==> src/rtl/pd_pluse_timer_mc_pkg.sv <==
// Shared constants for the multi-channel pulse-duration timer: overflow modes
// and the default channel count / counter width.
package pd_pluse_timer_mc_pkg;

  localparam int PD_MODE_WRAP     = 0;
  localparam int PD_MODE_SAT      = 1;
  localparam int PD_DEFAULT_WIDTH = 16;
  localparam int PD_DEFAULT_CH    = 4;

endpackage

==> src/rtl/pd_pluse_timer_ch.sv <==
// One pulse-duration channel: counts gated dds edges, captures the duration on
// every gate fall and raises a one-cycle hit when the count reaches thresh.
module pd_pluse_timer_ch
  import pd_pluse_timer_mc_pkg::*;
#(
  parameter int WIDTH    = PD_DEFAULT_WIDTH,
  parameter int SAT_MODE = PD_MODE_SAT
) (
  input  logic             dds,
  input  logic             rst,
  input  logic             gate,
  input  logic [WIDTH-1:0] thresh,
  output logic [WIDTH-1:0] count,
  output logic             ovf,
  output logic             hit,
  output logic [WIDTH-1:0] cap,
  output logic             cap_ovf,
  output logic             cap_valid
);

  logic [WIDTH-1:0] count_q, count_d;
  logic             ovf_q, ovf_d;
  logic             hit_q, hit_d;
  logic [WIDTH-1:0] cap_q;
  logic             cap_ovf_q;
  logic             cap_valid_q;
  logic             gate_d_q;
  logic             at_max;
  logic             fall;

  assign at_max = (count_q == {WIDTH{1'b1}});
  assign fall   = gate_d_q & ~gate;

  // A dropped gate clears the window; a saturated hold leaves count unchanged,
  // which is what keeps hit from re-firing while parked at max.
  always_comb begin
    count_d = '0;
    ovf_d   = 1'b0;
    hit_d   = 1'b0;
    if (gate) begin
      if (at_max) begin
        count_d = (SAT_MODE != PD_MODE_WRAP) ? count_q : '0;
        ovf_d   = 1'b1;
      end else begin
        count_d = count_q + 1'b1;
        ovf_d   = ovf_q;
      end
      hit_d = (thresh != '0) && (count_d == thresh) && (count_d != count_q);
    end
  end

  always_ff @(posedge dds) begin
    if (rst) begin
      count_q     <= '0;
      ovf_q       <= 1'b0;
      hit_q       <= 1'b0;
      cap_q       <= '0;
      cap_ovf_q   <= 1'b0;
      cap_valid_q <= 1'b0;
      gate_d_q    <= 1'b0;
    end else begin
      count_q     <= count_d;
      ovf_q       <= ovf_d;
      hit_q       <= hit_d;
      gate_d_q    <= gate;
      cap_valid_q <= fall;
      if (fall) begin
        cap_q     <= count_q;
        cap_ovf_q <= ovf_q;
      end
    end
  end

  assign count     = count_q;
  assign ovf       = ovf_q;
  assign hit       = hit_q;
  assign cap       = cap_q;
  assign cap_ovf   = cap_ovf_q;
  assign cap_valid = cap_valid_q;

endmodule

==> src/rtl/pd_pluse_timer_mc.sv <==
// Multi-channel pulse-duration timer: forms each channel gate from its two
// qualifiers and packs CH independent channel timers into flat vectors.
module pd_pluse_timer_mc
  import pd_pluse_timer_mc_pkg::*;
#(
  parameter int CH       = PD_DEFAULT_CH,
  parameter int WIDTH    = PD_DEFAULT_WIDTH,
  parameter int SAT_MODE = PD_MODE_SAT
) (
  input  logic                dds,
  input  logic                rst,
  input  logic [CH-1:0]       pluse_start,
  input  logic [CH-1:0]       stateover,
  input  logic [WIDTH-1:0]    thresh,
  output logic [CH*WIDTH-1:0] count,
  output logic [CH-1:0]       ovf,
  output logic [CH-1:0]       hit,
  output logic [CH*WIDTH-1:0] cap,
  output logic [CH-1:0]       cap_ovf,
  output logic [CH-1:0]       cap_valid
);

  logic [CH-1:0] gate;

  assign gate = pluse_start & stateover;

  for (genvar i = 0; i < CH; i++) begin : g_ch
    pd_pluse_timer_ch #(
      .WIDTH   (WIDTH),
      .SAT_MODE(SAT_MODE)
    ) u_ch (
      .dds      (dds),
      .rst      (rst),
      .gate     (gate[i]),
      .thresh   (thresh),
      .count    (count[i*WIDTH +: WIDTH]),
      .ovf      (ovf[i]),
      .hit      (hit[i]),
      .cap      (cap[i*WIDTH +: WIDTH]),
      .cap_ovf  (cap_ovf[i]),
      .cap_valid(cap_valid[i])
    );
  end

endmodule

==> config.mk <==
export PLATFORM = sky130hd
export DESIGN_NAME = pd_pluse_timer_mc
export DESIGN_NICKNAME = d
export VERILOG_FILES = /design/src/rtl/pd_pluse_timer_mc_pkg.sv /design/src/rtl/pd_pluse_timer_ch.sv /design/src/rtl/pd_pluse_timer_mc.sv
export SDC_FILE = /design/constraint.sdc
export NUM_CORES = 1
export LEC_CHECK = 0
export CORE_MARGIN = 4
export CORE_UTILIZATION = 40
export CTS_CLUSTER_DIAMETER = 50
export DETAILED_ROUTE_END_ITERATION = 7
export PLACE_DENSITY = 0.75
export SLEW_MARGIN = 20
export SYNTH_ARGS = -nofsm -noshare
export SYNTH_HDL_FRONTEND = slang
export SYNTH_HIERARCHICAL = 1
export SYNTH_SLANG_ARGS = --single-unit
==> constraint.sdc <==
create_clock -name dds -period 7.57 [get_ports dds]
set_clock_uncertainty 0.1 [all_clocks]
set_input_delay 1.514 -clock dds [delete_from_list [all_inputs] [get_ports dds]]
set_output_delay 1.514 -clock dds [all_outputs]
set_load 0.03 [all_outputs]
### Yosys cells after proc, flatten, opt, wreduce, memory -nomap -nowiden

Index checks and enable logic that the tools add are counted.

* output and inout port bits: 144
* word-level logic and storage cells: 74
* input bits: 26
* bits in registers: 148

* add/sub/neg operators: 4
* reduce and logical (&&, ||, !) cells: 13
* bitwise operators: 9
* equal/unequal tests: 12
* muxes and demuxes: 8

Operators with widths (number)
* 16-bit two-way mux: 8
* 16-bit by 1-bit adder with 16-bit output (second input constant): 4
* 16-bit equality test: 4
* 16-bit equality test (second input constant): 4
* 16-bit != test: 4
* 16-bit nonzero test: 1
* 1-bit logical AND: 8
* 2-bit OR reduction: 4
* 1-bit AND: 4
* 4-bit AND: 1
* 1-bit NOT: 4

### Longest topological paths before layout

Gate-level depths: netlist of the first run.

* depth in word-level cells: 6
* gate-level depth with buffers: 10
* mapped depth without buffers: 8

### By module

The synthesis of the first run kept the hierarchy.

Modules (own cells, without submodules)
* pd_pluse_timer_ch (g_ch[0].u_ch ...): times used 3, area an instance 2097.0 um^2, sequential area each 740.7 um^2, cells each 248
* pd_pluse_timer_ch (g_ch[3].u_ch): times used 1, area an instance 2031.9 um^2, sequential area each 740.7 um^2, cells each 248
* pd_pluse_timer_mc: times used 1, area an instance 25.0 um^2, sequential area each 0.0 um^2, cells each 4

### Least setup slack after synthesis of the first run

No wires, ideal clock.

* kind: input -> register
* start point: input rst
* end point: register g_ch[3].u_ch.hit_q
* slack: 4.206 ns
* setup time: 0.088 ns
* path buffers: 2
* data arrival time: 3.176 ns
* stages: 8
* data required time: 7.382 ns
* cell sequence: clkbuf_1 > nand2b_1 > clkbuf_1 > a2111oi_4 > and3_1 > o221ai_2 > or4_4 > nor4_2

* word-level cells in the longest chain between the ends: 1

Ends and longest elaborated chain
* from (decl): RTL line pd_pluse_timer_mc.sv:11 `input logic rst,`
* 2-bit OR reduction (no source line)
* to (signal assigned): RTL line pd_pluse_timer_ch.sv:64 `hit_q <= hit_d;`
* to (decl): RTL line pd_pluse_timer_ch.sv:23 `logic hit_q, hit_d;`

No other way between the ends.
A chain may end at the register's enable or synchronous reset.

### Worst setup path after layout of the first run

* start point: input thresh[4]
* end point: register g_ch[1].u_ch.hit_q

* word-level cells in the longest chain between the ends: 3
* elaborated cells on any way between the ends: 4
* classes of those cells: 1 x eq/ne; 3 x reduce/logical

Ends and longest elaborated chain
* from (decl): RTL line pd_pluse_timer_mc.sv:14 `input logic [WIDTH-1:0] thresh,`
* 16-bit equality test / 16-bit nonzero test (equally long branches): RTL line pd_pluse_timer_ch.sv:48 `hit_d = (thresh != '0) && (count_d == thresh) && (count_d != count_q);`
* 1-bit logical AND (*) (2 in a row): RTL line pd_pluse_timer_ch.sv:48
* to (signal assigned): RTL line pd_pluse_timer_ch.sv:64
* to (decl): RTL line pd_pluse_timer_ch.sv:23

Mark *: on every way between the ends. The rest lies on a longest branch, timed or not.

==> flow_summary.yaml, run 1 <==
cells_and_area:
  final_layout_size_suffix_gt1_share_pct: 8.245
  final_core_utilization_pct: 51.55
  area_growth_pct: 25.75
  nFillCells: 1905
  multi_input_area_um2: 4831
  diodes: 0
  finalNetCount: 1145
  seq_area_um2: 2963
floorplan:
  core_area_um2: 20360
  die_h_um: 152.5
  rows: 52
  start_util_pct: 40.99
  die_x_um: 152.5
  die_area_um2: 23250
  top_level_ports: 170
power:
  power_density_nw_per_um2: 170.7
  clock_power_share_pct: 50.5
  leakagePower_nw: 3.379
  power_frac_comb_pct: 5.8
  p_int_mw: 1.374
  seqPwrFrac_pct: 43.8
  switching_share_pct: 23.32
  net-switching-power_mw: 0.4178
  vdd_ir_drop_max_mv: 0.1687
yosys:
  synth_area_leaders: "dfxtp_1 (35%), nand2_1 (8.3%), a21oi_1 (5.5%), xor2_1 (5.1%), xnor2_1 (4.2%)"
  synth_ff_type: "dfxtp_1"
  syn_area_per_cell_um2: 8.382
  ys_seq_area_share_pct: 35.49
  ys_seq_elements: 148
  syn_area_um2: 8348
  netlist.area_leader.share_pct: 35.49
  synth_top_area_cell: "dfxtp_1"
  synth.net_count: 1026
  yosys.cell_types.count: 62
  syn_inst: 996
  synth_edf_count: 0
  yosysWarnings: 6
  async_reset_ff_share_pct: 0
worst_setup_path:
  path_max_fanout: 16
  crit_path_end_kind: "flop"
  cpLargestDelayFamily: "buffers and inverters"
  path_buf_inv: 1
  critical_path.cell_chain: "clkdlybuf4s50_1 -> xor2_1 -> a21boi_0 -> mux2_2 -> o2111ai_1 -> nor4_1 -> nand3_1 -> nor4_2"
  cp.arrival_ps: 3990
  crit_path_top_delay_cell: "clkdlybuf4s50_1"
  critPathKind: "in2reg"
  cp.required_ps: 7810
  slowest_delay_ps: 1020
  cp-start-kind: "primary input"
clocking:
  cts_tree: "yes"
  path_clk_slew_ps: 60
  postCtsSetupBuffers: 0
  ctsResizeCount: 0
  cts.sinks: 148
  htreeDepth: 4
  insertion_delay_ps: 430
  ctsLongestPathBuffers: 2
  cts-root-buf: "clkbuf_16"
  numCtsBuffers: 17
  postCtsHoldBufs: 0
global_route:
  antenna_found_initial: 0
  grt_max_degree: 40
  overflow: 0
  track_usage_pct: 20.45
  grt_pass1_wl_um: 39450
  grt_pass1_vias: 7447
detailed_routing:
  wl_met2_um: 11450
  vias: 7711
  drc: 0
  wl_um: 24290
  wl_per_cell_um: 17.37
  top_layer: "met4"
  via_per_inst: 5.516
  dr_wl_met3_um: 1639
  detail-route-antenna-nets: 0
  wl_met1_um: 10930
  drtPass1Iterations: 5
  dr.first_iter.drc_count: 813
timing:
  finalHoldViolations: 0
  rsz0062_at_grt: "no"
  relSlewSlack_pct: 39.45
  fmax_mhz: 266.6
  period_share_pct: 49.55
  drv_slew: 0
  finalSetupViolCount: 0
  fin_hold_ws_ps: 351.0
  finalCriticalPeriod_ps: 3751
  final.setup.tns_ps: 0
  worstMarginPinSlew_ps: 905.4
placed_design:
  port_buffers: 169
  hpwl_um: 17230
  routabilityCongestion: 0.9483
min_path:
  min_path_type: "reg2reg"
flow_run:
  cap_viol_max_count: 0
run_status:
  status: "finished clean"
kinds of logic after synthesis:
logic type / share of synthesized area, %
AOI/OAI and AO/OA: 13.73
xor gates and xnor gates: 9.922
adders and majority gates: 0.5995
buffers and inverters: 6.730
DFF: 35.49
muxes: 2.803
and+or+nand+nor: 30.73
synth_stat cells (all sizes together) (24+ instances only):
cell type / number
nor3: 29
xor2: 49
buf: 28
nand3: 30
xnor2: 43
nand4: 31
clkbuf: 44
nor4: 31
dfxtp: 148
nor2: 85
a21oi: 95
nand2: 185
o21ai: 24
state kept, by name, summed over array words and instances (netlist names):
signal               count
g_ch.u_ch/gate_d_q       4
g_ch.u_ch/hit            4
g_ch.u_ch/ovf            4
g_ch.u_ch/cap_valid      4
g_ch.u_ch/count         64
g_ch.u_ch/cap_ovf        4
g_ch.u_ch/cap           64
worst paths after layout:
kind                          from             endpoint  slack, ps  cells after the start
max reg2reg  g_ch[3].u_ch/count[0]     g_ch[3].u_ch/hit       4660                      7
max                      thresh[4]     g_ch[1].u_ch/hit       3820                      8
min            g_ch[3].u_ch/cap[4]  g_ch[3].u_ch/cap[4]        350                      2
min reg2reg    g_ch[3].u_ch/cap[4]  g_ch[3].u_ch/cap[4]        350                      2
routing by layer:
| layer | GRT usage, % | vias to the layer above |
|---|---|---|
| li1 | - | 3730 |
| met1 | 27.10 | 3655 |
| met2 | 33.81 | 299 |
| met3 | 3.919 | 27 |
| met4 | 6.491 | 0 |
| met5 | 0 | - |
layout make-up:
cell class              count  area share, %
multi-input cells         768          46.02
repair buffers            172          16.28
clock inverters            11          1.395
flip-flops and latches    148          28.22
clock buffers              21          4.577
inverters                   8         0.2861
well taps                 270          3.218
worst register-to-register path, delay by kind of cell, from the launching register on:
family,cells,cell delay [ps]
XOR/XNOR,2,340
adder cells (fa/ha/maj),1,440
flip-flops,1,500
AND/OR/NAND/NOR,4,1450
per-stage QoR:
step | setup WS, ps | cell area, um2 | std cells | total power, mW
2_1_floorplan | 4206 | 8348 | 996 | 0.8562
3_3_place_gp | 3480 | 9863 | 1366 | 0.9031
3_5_place_dp | 3422 | 9868 | 1366 | 0.9043
4_1_cts | 3861 | 10500 | 1398 | 1.811
5_1_grt | 3658 | 10500 | 1398 | 1.851
6_report | 3819 | 10500 | 1398 | 1.791
cell usage in the layout (no fill, tap or decap), types with 5 or more instances in the layout:
cell | synthesis | routed
xnor2_1 | 40 | 40
dfxtp_1 | 148 | 148
and3_1 | 10 | 10
clkbuf_16 | 0 | 17
nor2_1 | 85 | 85
a211oi_1 | 8 | 8
nand2b_1 | 8 | 8
nor3b_1 | 7 | 7
xor2_1 | 49 | 49
o21ai_0 | 24 | 24
a2111oi_2 | 6 | 6
inv_1 | 8 | 8
or3_1 | 8 | 8
o22ai_1 | 5 | 5
a21oi_1 | 91 | 91
o2111ai_1 | 7 | 7
nand4_4 | 6 | 6
and4_1 | 10 | 10
nor4_1 | 19 | 19
clkdlybuf4s50_1 | 0 | 168
mux2i_1 | 20 | 20
nand4_1 | 25 | 25
nand3_1 | 30 | 30
nor4_4 | 8 | 8
nand2_1 | 184 | 184
and2_1 | 12 | 12
a22oi_1 | 11 | 11
nor3_1 | 25 | 25
power by group through the flow:
| stage | logic, mW | clock network [mW] | registers (mW) |
|---|---|---|---|
| floorplan | 0.0515 | 0 | 0.805 |
| global placement | 0.101 | 0 | 0.802 |
| detailed placement | 0.102 | 0 | 0.802 |
| CTS | 0.103 | 0.923 | 0.784 |
| global route | 0.112 | 0.955 | 0.784 |
| finish | 0.103 | 0.904 | 0.784 |
(Power assumes the default switching activity.)
==> run 2: changes to the inputs <==
==> constraint.sdc (replaced) <==
create_clock -name dds -period 3.8 [get_ports dds]
set_clock_uncertainty 0.1 [all_clocks]
set_input_delay 0.76 -clock dds [delete_from_list [all_inputs] [get_ports dds]]
set_output_delay 0.76 -clock dds [all_outputs]
set_load 0.03 [all_outputs]
==> run 2 against run 1 <==
Final area rose by 1.2%; register-to-register slack lost 3800 ps; critical path type is now reg2reg; via count increased by 1.8%; clock power is 88% higher; sequential power is 99% higher; critical endpoint is now g_ch[3].u_ch/hit; combinational power increased by 120%; final cell count grew 1.6%; global-route usage increased by 0.81 points; critical path depth fell by 1; non-clock buffer count increased by 23; routed wire length up 3.9%.
==> flow_summary.yaml, run 2 (same netlist as run 1, synthesis figures left out) <==
run_status:
  status: "finished clean"
clocking:
  postCtsSetupBuffers: 0
  postCtsHoldBufs: 0
  ctsLongestPathBuffers: 2
  cts.sinks: 148
  htreeDepth: 4
  insertion_delay_ps: 430
  numCtsBuffers: 17
  cts-root-buf: "clkbuf_16"
  cts_tree: "yes"
  path_clk_slew_ps: 60
  ctsResizeCount: 0
timing:
  final.setup.tns_ps: 0
  finalHoldViolations: 0
  fmax_mhz: 343.6
  relSlewSlack_pct: 46.33
  worstMarginPinSlew_ps: 805.0
  drv_slew: 0
  period_share_pct: 76.58
  finalCriticalPeriod_ps: 2910
  rsz0062_at_grt: "no"
  finalSetupViolCount: 0
detailed_routing:
  drtPass1Iterations: 5
  wl_um: 25230
  wl_per_cell_um: 17.76
  vias: 7853
  drc: 0
  via_per_inst: 5.526
  detail-route-antenna-nets: 0
  dr.first_iter.drc_count: 776
worst_setup_path:
  reg2reg_depth: 7
  regToRegSetupSlack_ps: 890
  rr_endpoint: "g_ch[3].u_ch/hit"
  cp-start-kind: "flop"
  path_max_fanout: 8
  cp.arrival_ps: 3150
  cp.required_ps: 4040
  crit_path_end_kind: "flop"
  critPathKind: "reg2reg"
  r2r-start: "g_ch[3].u_ch/count[0]"
global_route:
  grt_max_degree: 41
  antenna_found_initial: 0
  track_usage_pct: 21.27
  grt_pass1_vias: 7462
  overflow: 0
  grt_pass1_wl_um: 40770
power:
  vdd_ir_drop_max_mv: 0.2938
  power_density_nw_per_um2: 328.1
  leakagePower_nw: 3.463
cells_and_area:
  area_growth_pct: 27.26
  finalNetCount: 1168
  final_common_cell: "nand2_1"
  final_core_utilization_pct: 52.17
  final_cell_mix: "nand2_1 (184), clkdlybuf4s50_1 (168), dfxtp_1 (148)"
  nFillCells: 1950
  multi_input_area_um2: 4823
  seq_area_um2: 2963
  final_layout_size_suffix_gt1_share_pct: 9.644
  final_cells: 1421
  diodes: 0
floorplan:
  core_area_um2: 20360
  die_x_um: 152.5
  die_h_um: 152.5
  die_area_um2: 23250
  top_level_ports: 170
  rows: 52
  start_util_pct: 40.99
flow_run:
  cap_viol_max_count: 0
placed_design:
  dp.cells: 1389
  port_buffers: 169
  hpwl_um: 18330
  routabilityCongestion: 0.9217
min_path:
  min_path_cells: 2
  min_path_type: "reg2reg"
  holdPathEnd: "g_ch[1].u_ch/cap[6]"
  hp-start: "g_ch[1].u_ch/cap[6]"
## run 2: cell types whose count changed in the layout (fill, tap and decap cells not counted)
cell and delta:
nor2b_1 +3, clkinvlp_4 +1, clkinv_4 +2, bufinv_16 -1, clkbuf_8 -2, buf_4 +23
clkinv_2 -1, inv_6 -1, clkbuf_1 +2, nor2b_2 -3
## run 2: final cells by class
cell class	instances	area share, %
clock buffers	21	4.334
clock inverters	11	1.201
inverters	8	0.2827
multi-input cells	768	45.40
flip-flops and latches	148	27.89
well taps	270	3.180
repair buffers	195	17.71
## run 2: metrics by stage
step / worst slack, ps / hold WS (ps) / instance area (um2) / power (mW)
2_1_floorplan: 1110 / 483.5 / 8348 / 1.706
3_3_place_gp: 776.0 / 341.2 / 10040 / 1.818
3_5_place_dp: 742.1 / 346.4 / 10040 / 1.820
4_1_cts: 923.8 / 354.7 / 10620 / 3.518
5_1_grt: 704.0 / 367.7 / 10620 / 3.594
6_report: 889.9 / 351.4 / 10620 / 3.486
## run 2: per-layer routing
metal	vias up	global-route usage, %	wire (um)	part of all wire, %
li1	3781	-	-	-
met1	3744	28.67	11490	46
met2	284	33.89	11590	46
met3	44	4.232	1543	6.1
met4	0	7.849	611	2.4
met5	-	0	0	0
## run 2: report_power, final
part	switching, mW	total (mW)	internal [mW]
clock	0.695	1.70	1.00
combinational	0.136	0.223	0.0876
sequential	0.00632	1.56	1.56
total	0.837	3.49	2.65
## run 2: worst max-delay path: stages (launching register included)
cell and delay, ps:
dfxtp_1 500, ha_1 400, nand2_1 280, nor4_4 390, xnor2_1 120, a2111oi_0 530, o2111ai_1 210, nor4_2 300
## run 2: how the worst max path moves through the flow
stage                     cells after the start             startpoint          endpoint  slack (ps)
after global routing                          7  g_ch[3].u_ch/count[0]  g_ch[3].u_ch/hit         700
final                                         7  g_ch[3].u_ch/count[0]  g_ch[3].u_ch/hit         890
after floorplan                               8  g_ch[3].u_ch/count[0]  g_ch[3].u_ch/hit        1110
after global placement                        9              thresh[2]  g_ch[2].u_ch/hit         780
after CTS                                     7  g_ch[3].u_ch/count[0]  g_ch[3].u_ch/hit         920
after detailed placement                      9              thresh[2]  g_ch[2].u_ch/hit         740
==> run 3: changes to the inputs <==
--- a/config.mk
+++ b/config.mk
@@ -9,7 +9,7 @@
 export CORE_UTILIZATION = 40
 export CTS_CLUSTER_DIAMETER = 50
 export DETAILED_ROUTE_END_ITERATION = 7
-export PLACE_DENSITY = 0.75
+export PLACE_DENSITY = 0.77
 export SLEW_MARGIN = 20
 export SYNTH_ARGS = -nofsm -noshare
 export SYNTH_HDL_FRONTEND = slang
==> constraint.sdc (replaced) <==
create_clock -name dds -period 2.6 [get_ports dds]
set_clock_uncertainty 0.1 [all_clocks]
set_input_delay 0.52 -clock dds [delete_from_list [all_inputs] [get_ports dds]]
set_output_delay 0.52 -clock dds [all_outputs]
set_load 0.03 [all_outputs]
==> run 3 against run 2 <==
Global-route usage is 0.60 points higher; sequential power rose by 46%; sequential share of layout area is 1.8 points lower; clock power rose by 54%; first-iteration DRC count down 2.6%; final cell count rose by 6.2%; final area increased by 6.9%; routed wire length increased by 2.6%; count of clock-buffer cells in the layout is the same; combinational power is 65% higher; non-clock buffer count rose by 88; total power increased by 51%; largest power group unchanged; highest routed layer unchanged.
==> flow_summary.yaml, run 3 (same netlist as run 1, synthesis figures left out) <==
power:
  power_frac_comb_pct: 7.0
  leakagePower_nw: 3.939
  vdd_ir_drop_max_mv: 0.4470
  p_int_mw: 4.019
  clock_power_share_pct: 49.7
  net-switching-power_mw: 1.246
  switching_share_pct: 23.66
  power_density_nw_per_um2: 463.6
  finalPower_mw: 5.265
  seqPwrFrac_pct: 43.3
clocking:
  ctsLongestPathBuffers: 2
  cts_tree: "yes"
  insertion_delay_ps: 430
  cts-root-buf: "clkbuf_16"
  path_clk_slew_ps: 60
  postCtsSetupBuffers: 0
  numCtsBuffers: 17
  cts.sinks: 148
  htreeDepth: 4
cells_and_area:
  area_growth_pct: 36.03
  seq_area_um2: 2964
  nFillCells: 1883
  final_common_cell: "nand2_1"
  final_layout_size_suffix_gt1_share_pct: 16.46
  final_cells: 1509
  multi_input_area_um2: 4836
  final_cell_area_um2: 11360
  diodes: 0
  final_cell_mix: "nand2_1 (184), clkdlybuf4s50_1 (168), dfxtp_1 (147)"
  finalNetCount: 1256
placed_design:
  dp.cells: 1477
  port_buffers: 169
  post-place-ws_ps: -157.3
  hpwl_um: 19800
  dpl_cell_area_um2: 10730
  routabilityCongestion: 0.9544
detailed_routing:
  dr.first_iter.drc_count: 756
  drtPass1Iterations: 6
  top_layer: "met4"
  dr_wl_met3_um: 1760
  wl_um: 25890
  vias: 8172
  wl_per_cell_um: 17.15
  via_per_inst: 5.416
  drc: 0
  wl_met2_um: 12150
  detail-route-antenna-nets: 0
  wl_met1_um: 11420
global_route:
  grt_pass1_vias: 7947
  grt_max_degree: 43
  antenna_found_initial: 0
  overflow: 0
  track_usage_pct: 21.87
  grt_pass1_wl_um: 42130
worst_setup_path:
  critical_path.cell_chain: "ha_2 -> nand3_1 -> nor4_4 -> xnor2_1 -> a2111oi_2 -> o2111ai_1 -> nor4_2"
  reg2reg_depth: 7
  crit_path_top_delay_cell: "dfxtp_1"
  crit_start: "g_ch[2].u_ch/count[1]"
  rr_endpoint: "g_ch[2].u_ch/hit"
  crit_path_end_kind: "flop"
  critPathKind: "reg2reg"
  cp-start-kind: "flop"
  slowest_delay_ps: 470
  path_max_fanout: 6
  cp.required_ps: 2840
  cp.arrival_ps: 2720
  critical_path.endpoint: "g_ch[2].u_ch/hit"
  regToRegSetupSlack_ps: 120
  r2r-start: "g_ch[2].u_ch/count[1]"
timing:
  period_share_pct: 95.57
  finalCriticalPeriod_ps: 2485
  worstMarginPinSlew_ps: 486.9
  fmax_mhz: 402.5
  rsz0062_at_grt: "no"
  finalSetupViolCount: 0
  finalHoldViolations: 0
  relSlewSlack_pct: 67.29
  worst_slack_ps: 115.3
  drv_slew: 0
floorplan:
  die_h_um: 152.5
  die_area_um2: 23250
  rows: 52
  die_x_um: 152.5
  start_util_pct: 40.99
  core_area_um2: 20360
  top_level_ports: 170
min_path:
  min_path_cells: 2
  min_path_type: "reg2reg"
run_status:
  status: "finished clean"
flow_run:
  cap_viol_max_count: 0
-- run 3: timing repair --
action	in CTS	in global routing
hold buffers	0	0
setup endpoints to repair	0	2
gates resized for setup	0	2
-- run 3: area by class of cell --
cell class	count	area share, %
inverter	8	0.2644
clock buffer	21	4.143
clock inverter	11	1.322
sequential	148	26.10
tap	270	2.975
multi-input combinational	768	42.58
timing repair buffer	283	22.61
-- run 3: metal layers --
| layer | global-route usage (%) | up-vias |
|---|---|---|
| met2 | 36.35 | 343 |
| met4 | 6.194 | 0 |
| li1 | - | 3969 |
| met3 | 5.254 | 52 |
| met1 | 28.44 | 3808 |
| met5 | 0 | - |
-- run 3: power by group through the flow --
stage / sequential, mW / clock (mW) / combinational [mW]
after floorplan: 2.34 / 0 / 0.150
after global placement: 2.33 / 0 / 0.363
after detailed placement: 2.33 / 0 / 0.365
after CTS: 2.28 / 2.67 / 0.366
after global routing: 2.28 / 2.76 / 0.393
final: 2.28 / 2.62 / 0.367
-- run 3: worst min path at each step --
| stage | from | to |
|---|---|---|
| global placement | g_ch[1].u_ch/cap[12] | g_ch[1].u_ch/cap[12] |
| CTS | g_ch[3].u_ch/cap[7] | g_ch[3].u_ch/cap[7] |
| global route | g_ch[1].u_ch/cap[1] | g_ch[1].u_ch/cap[1] |
| detailed placement | g_ch[3].u_ch/cap[7] | g_ch[3].u_ch/cap[7] |
| finish | g_ch[1].u_ch/cap[12] | g_ch[1].u_ch/cap[12] |
| floorplan | g_ch[3].u_ch/count[0] | g_ch[3].u_ch/cap[0] |
-- run 3: metrics by stage --
step	util, %	TNS (ps)	hold slack [ps]
after floorplan	-	0	462.1
after global placement	52.68	-323.6	340.8
after detailed placement	52.68	-558.0	347.5
after CTS	55.73	0	355.6
after global routing	55.76	0	370.3
final	55.76	0	353.4
-- run 3: worst max-delay path: cells and delay by family (launching register included) --
kind	cells	cell delay [ps]
XOR/XNOR	1	130
AND/OR/NAND/NOR	3	840
adder cells (fa/ha/maj)	1	290
AO/OA/AOI/OAI	2	550
flip-flops	1	470
==> RTL change 1: new RTL, config.mk and constraints of run 1 <==
Register the input `thresh` before use. The logic sees it one clock later. The other inputs are not delayed to match. Comments in the files are not updated.
--- a/src/rtl/pd_pluse_timer_mc.sv
+++ b/src/rtl/pd_pluse_timer_mc.sv
@@ -21,4 +21,10 @@
 );
 
+  logic [WIDTH-1:0] thresh_q;
+
+  always_ff @(posedge dds) begin
+      thresh_q <= thresh;
+  end
+
   logic [CH-1:0] gate;
 
@@ -33,5 +39,5 @@
       .rst      (rst),
       .gate     (gate[i]),
-      .thresh   (thresh),
+      .thresh   (thresh_q),
       .count    (count[i*WIDTH +: WIDTH]),
       .ovf      (ovf[i]),
Function: changed (Yosys sat finds a counterexample within 4 cycles, from zero or initial values and one cycle with rst high).
==> RTL change 1 against run 1 <==
Synthesized area increased by 3.8%; sequential cell count rose by 16; design area up 2.8%; routed wire length increased by 3.1%; sequential share of layout area grew 2.2 points; largest power group is now registers; critical endpoint is now g_ch[3].u_ch/hit; highest routed layer unchanged; critical path type unchanged; setup slack gained 40 ps; total power is 4.8% higher; cell count increased by 1.3%.
==> RTL change 1: results <==
{
  "peak_ir_drop_on_the_vdd_network_mv": 0.152,
  "final-clk-cell-share": 0.0556,
  "wl_per_cell_um": 17.7,
  "final.setup.worst_slack_ps": 3860,
  "dr_wl_met2_um": 11600,
  "vias": 7889,
  "final.clkbuf_count": 22,
  "num-nets-final": 1160,
  "netlist_top_cells_area": "sky130_fd_sc_hd__dfxtp_1 38%, sky130_fd_sc_hd__nand2_1 8.0%, sky130_fd_sc_hd__a21oi_1 5.3%, sky130_fd_sc_hd__xor2_1 5.0%, sky130_fd_sc_hd__xnor2_1 4.0%",
  "grt_max_degree": 34,
  "grtUsageMet1": 0.271,
  "proportion_of_synthesized_chip_area_in_sequential_cells": 0.379,
  "worst_ep_arrival_time_ps": 3960,
  "outcome": "finished clean",
  "use_met3": 0.0509,
  "min_from": "g_ch[2].u_ch/cap_ovf",
  "critical_path_peak_fanout": 17,
  "regArea_um2": 3280,
  "placement.cell_area_um2": 10200,
  "synth.top_cells.by_count": "184 x sky130_fd_sc_hd__nand2_1, 164 x sky130_fd_sc_hd__dfxtp_1, 91 x sky130_fd_sc_hd__a21oi_1, 85 x sky130_fd_sc_hd__nor2_1, 49 x sky130_fd_sc_hd__xor2_1",
  "hpwlAfterDp_um": 17400,
  "syn-num-nets": 1042,
  "timing.hold.ws_ps": 352,
  "syn-mean-instance-area_um2": 8.57,
  "crit_end": "g_ch[3].u_ch/hit",
  "routed_met3_length_um": 1900,
  "pre_cts_slack_ps": 3420,
  "register_to_register_setup_slack_ps": 4600,
  "area_overhead_vs_synth_pct": 24.5,
  "post_drt_via_cell_ratio": 5.57,
  "met1Wirelength_um": 10900,
  "grtUsageMet2": 0.328,
  "cellLeakagePower_nw": 3.49
}
==> RTL change 1: power breakdown <==
part / switching (W) / total (W) / internal (W)
clock: 0.000356 / 0.000898 / 0.000542
combinational: 0.0000439 / 0.0000809 / 0.0000370
sequential: 0.0000294 / 0.000899 / 0.000870
total: 0.000430 / 0.00188 / 0.00145
==> RTL change 1: worst max-delay path, cell delays in order <==
cell and delay [ps]:
sky130_fd_sc_hd__clkdlybuf4s50_1 440, sky130_fd_sc_hd__and2_1 160, sky130_fd_sc_hd__nand2b_1 430, sky130_fd_sc_hd__a2111oi_4 340, sky130_fd_sc_hd__and3_1 220, sky130_fd_sc_hd__o221ai_2 100, sky130_fd_sc_hd__or4_4 540, sky130_fd_sc_hd__nor4_2 220
==> RTL change 1: cells by family after synthesis <==
kind of cell    Yosys count
compound gates          178
buf+inv                  80
xor+xnor                 92
mux                      23
simple gates            471
fa+ha+maj                 4
flops                   164
==> RTL change 2: new RTL, flow settings as in run 1 <==
Without the edit above. `PD_DEFAULT_CH`: 4 -> 5.
--- a/src/rtl/pd_pluse_timer_mc_pkg.sv
+++ b/src/rtl/pd_pluse_timer_mc_pkg.sv
@@ -6,5 +6,5 @@
   localparam int PD_MODE_SAT      = 1;
   localparam int PD_DEFAULT_WIDTH = 16;
-  localparam int PD_DEFAULT_CH    = 4;
+  localparam int PD_DEFAULT_CH    = 5;
 
 endpackage
Interface: changed (8 resized); port bits go from 170 to 208. No check against the original RTL was run, so the function may have changed too.
==> RTL change 2 against run 1 <==
Synthesized area grew 24%; total power up 9.6%; largest cell class unchanged; routed wire length is 27% higher; fmax fell by 4.7%; setup slack got worse by 180 ps; design area up 22%; sequential power rose by 25%; sequential cell count increased by 37; utilization fell by 1.0 points; critical endpoint is now g_ch[2].u_ch/hit.
==> RTL change 2: results <==
{
  "outcome": "finished clean",
  "min_from": "g_ch[1].u_ch/cap[13]",
  "core.rowCount": 58,
  "portBuffers": 207,
  "cellLeakagePower_nw": 4.10,
  "worst_path_max_delay_cell": "sky130_fd_sc_hd__clkdlybuf4s50_1",
  "grt_pass1_vias": 9225,
  "vias": 9634,
  "pre_cts_slack_ps": 3310,
  "grt_max_degree": 52,
  "fraction_of_standard_cell_area_in_multi_input_logic": 0.469,
  "syn-num-nets": 1278,
  "netlist_top_cells_area": "sky130_fd_sc_hd__dfxtp_1 36%, sky130_fd_sc_hd__nand2_1 8.3%, sky130_fd_sc_hd__a21oi_1 5.4%, sky130_fd_sc_hd__xor2_1 5.0%, sky130_fd_sc_hd__xnor2_1 4.5%",
  "r2r-start": "g_ch[0].u_ch/count[0]",
  "proportion_of_synthesized_chip_area_in_sequential_cells": 0.357,
  "syn-mean-instance-area_um2": 8.34,
  "buffers": 213,
  "peak_ir_drop_on_the_vdd_network_mv": 0.139,
  "nNonClkInverters": 10,
  "reg2reg_to": "g_ch[0].u_ch/hit",
  "gp_congestion": 0.948,
  "synth_xor_xnor_area_share": 0.0991,
  "number_of_placed_cells_counting_well_taps": 1698,
  "critical_path_peak_fanout": 20,
  "synth_compound_gate_area_share": 0.138,
  "placement.cell_area_um2": 12300,
  "power_per_cell_area_nw_per_um2": 153,
  "crit_end": "g_ch[2].u_ch/hit",
  "final.setup.worst_slack_ps": 3640,
  "worstHoldEndpoint": "g_ch[1].u_ch/cap[13]",
  "worst_ep_arrival_time_ps": 4180,
  "synth.top_cells.by_count": "230 x sky130_fd_sc_hd__nand2_1, 185 x sky130_fd_sc_hd__dfxtp_1, 113 x sky130_fd_sc_hd__a21oi_1, 104 x sky130_fd_sc_hd__nor2_1, 59 x sky130_fd_sc_hd__xor2_1",
  "post_drt_via_cell_ratio": 5.57,
  "synth-adder-area-share": 0.00602,
  "clk-insertion-delay-late_ps": 450,
  "num_antenna_cells": 0,
  "critPathMaxStageDelay_ps": 1130,
  "timing_worst_slew_pin_value_ps": 1030,
  "drive_above_1_share": 0.0771,
  "nMultiInputCombCells": 960,
  "register_to_register_setup_slack_ps": 4670,
  "nonclk_buf_share": 0.165,
  "num-nets-final": 1420,
  "detailedRoute.firstIterationViolations": 790,
  "grt_pass1_wl_um": 49700,
  "wl_um": 30800,
  "synth_mux_area_frac": 0.0273,
  "fill_cell_total_of_the_finished_layout": 2426,
  "grtUsageTotal": 0.211,
  "clock-sinks": 185,
  "hpwlAfterDp_um": 21700,
  "seq_area_frac": 0.288,
  "clk_root_buffer_cell": "sky130_fd_sc_hd__clkbuf_16"
}
[RTL change 2: cell count changes in the layout (fill, tap and decap cells not counted), moves of 13 or more]
| cell | run 1 | this run |
|---|---|---|
| sky130_fd_sc_hd__nor2_1 | 85 | 104 |
| sky130_fd_sc_hd__dfxtp_1 | 148 | 185 |
| sky130_fd_sc_hd__xnor2_1 | 40 | 53 |
| sky130_fd_sc_hd__clkdlybuf4s50_1 | 168 | 206 |
| sky130_fd_sc_hd__a21oi_1 | 91 | 113 |
| sky130_fd_sc_hd__nand2_1 | 184 | 230 |
[RTL change 2: report_power, final]
part,internal (W),switching (W),total [W]
Clock,0.000444,0.000410,0.000854
Combinational,0.0000458,0.0000840,0.000130
Sequential,0.000976,0.00000413,0.000980
Total,0.00147,0.000498,0.00196
[RTL change 2: layer usage]
metal  wire length (um)  part of all wire  vias up  global-route usage
met5                  0                 0        -                   0
met4                369             0.012        0              0.0532
met3               2100             0.068       31              0.0466
met2              15100              0.49      351               0.358
met1              13200              0.43     4597               0.273
li1                   -                 -     4655                   -
